==> src/rtl/des_ip_loader.sv <==
// DES input stage: gathers eight bytes MSB-first into a 64-bit block, applies the
// initial permutation and holds L0/R0 for the round logic behind a valid/ready handshake.
module des_ip_loader (
    input  logic        clk,
    input  logic        rst,
    input  logic [1:8]  in_byte,
    input  logic        in_valid,
    output logic        in_ready,
    input  logic        flush,
    output logic [1:32] left_out,
    output logic [1:32] right_out,
    output logic        out_valid,
    input  logic        out_ready
);

    localparam int IP_TBL [64] = '{
        58, 50, 42, 34, 26, 18, 10, 2,
        60, 52, 44, 36, 28, 20, 12, 4,
        62, 54, 46, 38, 30, 22, 14, 6,
        64, 56, 48, 40, 32, 24, 16, 8,
        57, 49, 41, 33, 25, 17,  9, 1,
        59, 51, 43, 35, 27, 19, 11, 3,
        61, 53, 45, 37, 29, 21, 13, 5,
        63, 55, 47, 39, 31, 23, 15, 7
    };

    function automatic logic [1:64] ip_perm(input logic [1:64] m);
        logic [1:64] r;
        for (int i = 0; i < 64; i++) begin
            r[i+1] = m[IP_TBL[i]];
        end
        return r;
    endfunction

    logic [1:56] asm;
    logic [1:56] asm_next;
    logic [2:0]  cnt;
    logic        accept;
    logic        load;
    logic [1:64] blk_ip;

    // Only the completing byte has to wait for the output register to free up.
    always_comb begin
        in_ready = !flush && ((cnt != 3'd7) || !out_valid || out_ready);
        accept   = in_valid && in_ready;
        load     = accept && (cnt == 3'd7);
        blk_ip   = ip_perm({asm, in_byte});
        asm_next = asm;
        for (int k = 0; k < 7; k++) begin
            if (cnt == 3'(k)) begin
                asm_next[8*k+1 +: 8] = in_byte;
            end
        end
    end

    // Collection stage: byte counter and assembly register
    always_ff @(posedge clk) begin
        if (rst) begin
            cnt <= 3'd0;
            asm <= '0;
        end else if (flush) begin
            cnt <= 3'd0;
        end else if (accept) begin
            if (cnt == 3'd7) begin
                cnt <= 3'd0;
            end else begin
                cnt <= cnt + 3'd1;
                asm <= asm_next;
            end
        end
    end

    // Output stage: a load in the same cycle as a consume keeps out_valid high
    always_ff @(posedge clk) begin
        if (rst) begin
            out_valid <= 1'b0;
            left_out  <= '0;
            right_out <= '0;
        end else begin
            if (load) begin
                out_valid <= 1'b1;
                left_out  <= blk_ip[1:32];
                right_out <= blk_ip[33:64];
            end else if (out_ready) begin
                out_valid <= 1'b0;
            end
        end
    end

endmodule

==> config.mk <==
export PLATFORM = sky130hd
export DESIGN_NAME = des_ip_loader
export DESIGN_NICKNAME = d
export VERILOG_FILES = /design/src/rtl/des_ip_loader.sv
export SDC_FILE = /design/constraint.sdc
export NUM_CORES = 1
export LEC_CHECK = 0
export CORE_UTILIZATION = 57
export CTS_CLUSTER_DIAMETER = 120
export DETAILED_ROUTE_END_ITERATION = 7
export GPL_TIMING_DRIVEN = 0
export PLACE_DENSITY = 0.84
export SLEW_MARGIN = 0
export SYNTH_ARGS = -nofsm -noshare
export SYNTH_HDL_FRONTEND = slang
export SYNTH_SLANG_ARGS = --single-unit
==> constraint.sdc <==
create_clock -name clk -period 3.3 [get_ports clk]
set_input_delay 0.66 -clock clk [delete_from_list [all_inputs] [get_ports clk]]
set_output_delay 0.66 -clock clk [all_outputs]
set_load 0.1 [all_outputs]
Yosys cells after proc, flatten, opt, wreduce, memory -nomap -nowiden
Cells that the tools add are included.
{"block": "totals", "regBits": 124, "inputBits": 13, "out_inout_bits": 66, "word_cells": 42}
{"block": "op_classes", "addsub": 1, "eq_ne": 8, "mux": 3, "bitwise_logic": 2, "n_reduce_logical": 17}
{"operator": "4-bit AND reduction", "count": 7}
{"operator": "3-bit == test, second input constant", "count": 4}
{"operator": "3-bit by 2-bit == test with 1-bit output, second input constant", "count": 2}
{"operator": "3-bit by 1-bit adder with 3-bit output, second input constant", "count": 1}
{"operator": "3-bit by 1-bit == test with 1-bit output, second input constant", "count": 1}
{"operator": "1-bit logical AND", "count": 3}
{"operator": "3-bit zero test", "count": 1}
{"operator": "3-bit two-way mux", "count": 1}
{"operator": "3-bit inequality test, second input constant", "count": 1}
{"operator": "1-bit zero test", "count": 2}
{"operator": "1-bit logical OR", "count": 2}
{"operator": "1-bit two-way mux", "count": 2}
{"operator": "1-bit inverter", "count": 2}
{"operator": "2-bit nonzero test", "count": 1}
{"operator": "2-bit OR reduction", "count": 1}

Longest topological paths before layout
Gate-level depths: netlist of run 1.
{"block": "depth", "word_depth": 7, "ltp_mapped": 6}

Worst setup path after synthesis of run 1
No wires, ideal clock.
{"block": "synth_timing", "kind": "register to output", "startpoint": "register out_valid", "endpoint": "output port in_ready", "t_arrival_ps": 2279, "t_required_ps": 2640, "setup_slack_ps": 361, "path_stages_with_launch": 3, "n_path_buf": 0, "path_cell_list": "dfxtp_1 and3b_1 nor2_1"}
{"block": "synth_between", "elab_chain_len": 4}
{"item": "start: declaration", "line": "12", "text": "output logic out_valid,"}
{"item": "start signal: assignment", "line": "76", "text": "out_valid <= 1'b0;"}
{"item": "start signal: assignment", "line": "81", "text": "out_valid <= 1'b1;"}
{"item": "start signal: assignment", "line": "85", "text": "out_valid <= 1'b0;"}
{"item": "1-bit zero test", "line": "44", "text": "in_ready = !flush && ((cnt != 3'd7) || !out_valid || out_ready);"}
{"item": "1-bit logical OR (2 in a row)", "line": "44"}
{"item": "1-bit logical AND", "line": "44"}
{"item": "end: declaration", "line": "8", "text": "output logic in_ready,"}
Every way passes these cells.

Worst setup path in the final report of run 1
{"block": "layout_timing", "startpoint": "register cnt[0]", "endpoint": "output port in_ready"}
{"block": "layout_between", "elab_chain_len": 4}
{"item": "start: declaration", "line": "37", "text": "logic [2:0] cnt;"}
{"item": "start signal: assignment", "line": "67", "text": "cnt <= cnt + 3'd1;"}
{"item": "3-bit inequality test", "line": "44"}
{"item": "1-bit logical OR (2 in a row)", "line": "44"}
{"item": "1-bit logical AND", "line": "44"}
Every way passes these cells.

==> results.md, run 1 <==
- Outcome: completed
- Yosys warning total: 0
- CP bufs+invs: 1
- Vias per inst: 5.219
- Pwr dens: 541.7 mW/mm²
- CTS Buf Count: 17
- Initial DRC count: 152
- Total Wirelength: 11.09 mm
- CP startpoint kind: flop
- Ranking of synthesized cells by area: dfxtp_1, mux2i_1, nand2b_1
- Clock slew at reported path FFs: 0.06 ns
- Worst skew pair latency: 0.52 ns
- CTS tree: built
- Avg Cell Area, Syn: 11.15 µm²
- Grt ovf: 0
- Post-Syn Area: 0.004961 mm²
- Min Tclk post-route: 2.868 ns
- Area of the multi-input gates: 0.002318 mm²
- Routed len/inst: 16.85 µm
- Hold buffers post-CTS: 0
- Chip Height: 95.29 µm
- Worst Path Arrival: 2.21 ns
- Routability congestion estimate: 0.8135
- Period Utilization, post-route: 86.90%
- Critical path depth: 5
- Crit-path cells: ha_1, ha_1, and3b_1, nor2_1, clkbuf_2
- # IOs: 79
- Nets: 560
- Reg2Reg Depth: 5
- Max Buffers Root-to-Sink: 2
- CTS Sinks: 124
- Worst hold slack: 0.4699 ns
- Fin cells: 658
- Post-CTS setup buffers: 0
- Tot GR Track Use: 26.36%
- Delay-heaviest family, CP: adder cells
- Cell count after synthesis: 445
- Detailed Routing Iterations Pass 1: 5
- Hpwl dp: 7.300 mm
- Max FO, Critical Path: 8
- Die width: 95.29 µm
- Slew margin rel.: 33.94%
- Seq/Total Area, Yosys: 50.04%
- Fillers: 537
- Number of distinct library cells after synthesis: 26
- First-pass GRT wire length: 17.39 mm
- Cell taking the most area after synthesis: dfxtp_1
- Crit-path slowest cell: clkbuf_2
- Core Box Area: 0.008299 mm²
- ANT nets after route: 0
- # diodes: 0
- Mapped Nets: 464
- DR vias: 3434
- RSZ-0062 raised after global routing: false
- Register Area: 0.002482 mm²
- H-tree depth: 4
- Final setup vio count: 0
- Die ar.: 0.009080 mm²
- Fin. max-slew vios: 0
- Initial core utilization: 59.78%
- Critical path capture point type: output port
- Top-area cell type share of the netlist area: 50.04%
- Largest net degree at the start of global routing: 17
- Yosys reg bits: 124
- WS Path Type: flop to output port
- Critical path's most frequent cell: ha_1
- Leak pwr: 2.629 nW
- Initial antenna violation count: 0
- Setup TNS: 0 ns
- # DRC: 0
- Hold-critical path depth: 2
- Placed Cells incl. Taps: 627
- Clock Root Buffer: clkbuf_8
- Max Cap Viol: 0
- Hold Vio Cnt, Final: 0
- Crit path largest cell delay: 0.46 ns
- Hold Crit Class: flop to flop
- PortBufs: 77
- Least-Margin Pin Slew: 0.9878 ns
- Vias in the first global route: 3348
- Layout area overhead: 30.09%
- Row count: 33
- Fmax: 0.3487 GHz
- Post-Route Utilization: 77.76%
- Maximum VDD drop: 0.4765 mV
- Fraction of layout cells with a size suffix above 1: 9.222%
- Critical Path RT: 2.64 ns
- Skew final: 0.005368 ns
path summary, 6_finish.rpt:
path / start / endpoint / slack (ns)
hold reg to reg: left_out[21] / left_out[21] / 0.47
setup / recovery: cnt[0] / in_ready / 0.43
setup reg to reg: cnt[0] / asm[14] / 1.37
hold / removal: left_out[21] / left_out[21] / 0.47
flip-flops by register name, summed over array words and instances (netlist names):
register	count
left_out	32
right_out	32
cnt	3
asm	56
out_valid	1
layer usage:
layer | vias to the layer above | GRT usage (%) | share of wire (%)
met2 | 71 | 44.46 | 49
li1 | 1674 | - | -
met4 | 0 | 10.35 | 1.5
met3 | 16 | 6.220 | 3.7
met1 | 1673 | 32.36 | 46
met5 | - | 0 | 0
synth_stat cells:
library cell  number
and4bb_2           1
and3b_1            1
nand2b_1         129
buf_2              5
a21oi_1            1
ha_1               6
buf_6              5
nor2_1            10
o21ai_0            3
and2_1             2
and4bb_4           1
buf_4              1
or3_1              1
mux2i_1          120
and2_0             1
nand2_1            3
nand3b_1           2
a21boi_0           2
nand3_2            1
nand2_2            3
clkbuf_1          15
nor4b_4            1
inv_1              4
and3_1             2
dfxtp_1          124
nor2b_2            1
final cells by class:
class | instances | share of cell area (%)
plain buffers | 26 | 2.249
clock buffers | 18 | 6.630
clock inverters | 13 | 2.598
inverters | 4 | 0.2326
multi-input cells | 291 | 35.92
flip-flops and latches | 124 | 38.46
well taps | 105 | 2.036
repair buffers | 77 | 11.87
report_power, final:
group	internal (W)	switching (W)	total (W)
Combinational	0.0000541	0.0000655	0.000120
Clock	0.00117	0.000695	0.00187
Sequential	0.00151	0.00000360	0.00151
stage by stage:
step                      cell area (µm²)  total power [W]  setup slack, ns
after global placement               5863         0.001658          0.08293
after floorplan                      4961         0.001616           0.3610
final                                6454         0.003496           0.4323
after CTS                            6457         0.003502          0.03455
after global routing                 6454         0.003583           0.3175
after detailed placement             5863         0.001660          0.06240
kinds of logic (layout without fill, tap and decap cells):
kind of cell	after synthesis	after routing	share of synthesized area, %
AO/OA/AOI/OAI	6	6	0.7059
multiplexers	120	120	24.21
adder cells (fa/ha/maj)	6	6	1.513
flip-flops	124	124	50.04
buffers and inverters	30	138	3.228
AND/OR/NAND/NOR	159	159	20.30
cell usage in the layout (no fill, tap or decap), drive strengths merged, types with 2 or more instances in the layout:
cell,count
nand2b,129
dfxtp,124
mux2i,120
clkdlybuf4s50,76
clkbuf,34
buf,11
nor2,10
ha,6
inv,6
clkinv,6
nand2,6
o21ai,3
bufinv,3
and2,3
nand3b,2
a21boi,2
and3,2
clkinvlp,2
and4bb,2
worst register-to-register path: stages, from the launching register on:
cell and delay (ns):
dfxtp_1 0.35, ha_1 0.23, ha_1 0.29, nor4b_4 0.36, nand2_1 0.35, mux2i_1 0.22
what timing repair did:
action / 4_1_cts / 5_1_grt
pin swaps: 0 / 0
endpoints found under the setup margin: 1 / 1
gates resized for setup: 1 / 2
(Power assumes the default switching activity.)
==> run 2: changes to the inputs <==
--- a/config.mk
+++ b/config.mk
@@ -5,11 +5,13 @@
 export SDC_FILE = /design/constraint.sdc
 export NUM_CORES = 1
 export LEC_CHECK = 0
-export CORE_UTILIZATION = 57
+export CELL_PAD_IN_SITES_DETAIL_PLACEMENT = 1
+export CELL_PAD_IN_SITES_GLOBAL_PLACEMENT = 1
+export CORE_UTILIZATION = 45
 export CTS_CLUSTER_DIAMETER = 120
 export DETAILED_ROUTE_END_ITERATION = 7
 export GPL_TIMING_DRIVEN = 0
-export PLACE_DENSITY = 0.84
+export PLACE_DENSITY_LB_ADDON = 0.1
 export SLEW_MARGIN = 0
 export SYNTH_ARGS = -nofsm -noshare
 export SYNTH_HDL_FRONTEND = slang
==> results.md, run 2 (synthesized netlist as in run 1, its figures left out) <==
- Outcome: completed
- Initial core utilization: 47.21%
- Max Buffers Root-to-Sink: 2
- RSZ-0062 raised after global routing: false
- Maximum VDD drop: 0.4161 mV
- Critical Path RT: 2.64 ns
- Period Utilization, post-route: 87.54%
- Die ar.: 0.01145 mm²
- ANT nets after route: 0
- Sequential fraction of design power: 40.3%
- Most flops, register: asm
- Biggest regs: asm x56, left_out x32, right_out x32
- Clock slew at reported path FFs: 0.06 ns
- Setup TNS: 0 ns
- Fmax: 0.3462 GHz
- Critical R2R Launch: cnt[0]
- Worst Path Arrival: 2.23 ns
- CP startpoint kind: flop
- # DRC: 0
- Fin. max-slew vios: 0
- Reg2Reg Setup Slack: 1.32 ns
- Layout area overhead: 32.13%
- Vias per inst: 5.103
- Switching Share: 21.49%
- Hold-critical path depth: 2
- Placed inst area: 0.005902 mm²
- Vias in the first global route: 3812
- Tot GR Track Use: 25.06%
- Slew margin rel.: 33.80%
- Worst r2r dst: asm[26]
- Leak pwr: 2.656 nW
- Detailed Routing Iterations Pass 1: 4
- GRT busiest layer: met2
- Pwr dens: 571.4 mW/mm²
- Largest net degree at the start of global routing: 17
- Final setup vio count: 0
- Clock network fraction of total power: 56.4%
- CTS Buf Count: 17
- Routed len/inst: 19.44 µm
- Gate power share: 3.3%
- Placed Cells incl. Taps: 658
- Initial antenna violation count: 0
- Area of the multi-input gates: 0.002318 mm²
- Register Area: 0.002482 mm²
- First-pass GRT wire length: 21.31 mm
- Hold Vio Cnt, Final: 0
- Core Box Area: 0.01051 mm²
- Post-Route Utilization: 62.38%
- Initial DRC count: 125
- Reg2Reg Depth: 6
- Chip Height: 107.0 µm
- Hold EP: left_out[12]
- Crit-path slowest cell: clkbuf_2
- Total Wirelength: 13.40 mm
- Final Total Pwr: 0.003746 W
- Crit path largest cell delay: 0.46 ns
- GR Layer Usage met1: 30.51%
- Hold buffers post-CTS: 0
- GR Layer Usage met2: 44.47%
- Worst skew pair latency: 0.52 ns
- P_sw: 0.0008051 W
- Finished Cell Area: 0.006555 mm²
- Fraction of layout cells with a size suffix above 1: 9.222%
- Critical path capture point type: output port
- Fillers: 1085
- Grt ovf: 0
- Routability congestion estimate: 0.7569
- Clock Root Buffer: clkbuf_8
- Min Tclk post-route: 2.889 ns
- Grt met3 use: 4.620%
- Skew final: 0.007840 ns
- DR vias: 3516
- Fin cells: 689
- Hold Startpoint: left_out[12]
- Commonest non-fill, non-tap cell in the layout: nand2b_1
- Row count: 37
- Max Cap Viol: 0
- Crit-path cells: ha_1, ha_1, and3b_1, nor2_1, clkbuf_2
- Nets: 560
- Pint: 0.002941 W
- # IOs: 79
- WS Path Type: flop to output port
- Max FFs per register: 56
- Hold Crit Class: flop to flop
- Hpwl dp: 8.294 mm
- Max FO, Critical Path: 8
- # diodes: 0
- CTS Sinks: 124
- H-tree depth: 4
- Least-Margin Pin Slew: 0.9899 ns
- Most frequent cells in the layout: nand2b_1, dfxtp_1, mux2i_1
- Die width: 107.0 µm
- Critical path's most frequent cell: ha_1
- PortBufs: 77
- CTS tree: built
## run 2: changes by cell type in the layout (fill, tap and decap cells not counted), sizes merged
cell	change
clkbuf	-1
clkinv	-1
inv	-1
bufinv	+3
## run 2: worst max path at each step
stage          startpoint       end  slack (ns)  cells after the start
2_1_floorplan   out_valid  in_ready        0.36                      2
3_3_place_gp    out_ready  in_ready        0.08                      4
3_5_place_dp    out_ready  in_ready        0.05                      4
4_1_cts            cnt[0]  in_ready       0.007                      5
5_1_grt            cnt[0]  in_ready        0.32                      5
6_report           cnt[0]  in_ready        0.41                      5
## run 2: layout make-up
type | count | area share (%)
repair buffers | 77 | 11.68
well taps | 136 | 2.596
flip-flops and latches | 124 | 37.87
multi-input cells | 291 | 35.37
clock inverters | 14 | 3.722
plain buffers | 26 | 2.214
clock buffers | 17 | 6.318
inverters | 4 | 0.2291
## run 2: what timing repair did
item,CTS,global route
resized for setup,1,2
buffers inserted,0,0
endpoints found under the setup margin,1,1
## run 2: per-layer routing
layer / part of all wire [%] / vias to the layer above
met5: 0 / -
met4: 1.3 / 0
met3: 2.5 / 19
met2: 51 / 67
met1: 45 / 1766
li1: - / 1664
## run 2: power by group through the flow
stage	clock network (W)	registers, W	logic (W)
final	0.00211	0.00151	0.000125
after global routing	0.00219	0.00151	0.000132
after CTS	0.00211	0.00151	0.000126
after detailed placement	0	0.00154	0.000122
after global placement	0	0.00154	0.000120
after floorplan	0	0.00154	0.0000749
## run 2: worst max-delay path, delay by kind of cell, from the launching register on
kind | cells | cell delay (ns)
fa+ha+maj | 2 | 0.53
buf+inv | 1 | 0.46
flops | 1 | 0.36
simple gates | 2 | 0.35
## run 2: through the flow
step,worst slack (ns),hold slack [ns]
2_1_floorplan,0.3610,0.4512
5_1_grt,0.3206,0.4921
4_1_cts,0.007334,0.4797
3_3_place_gp,0.07966,0.4594
3_5_place_dp,0.05178,0.4686
6_report,0.4112,0.4733
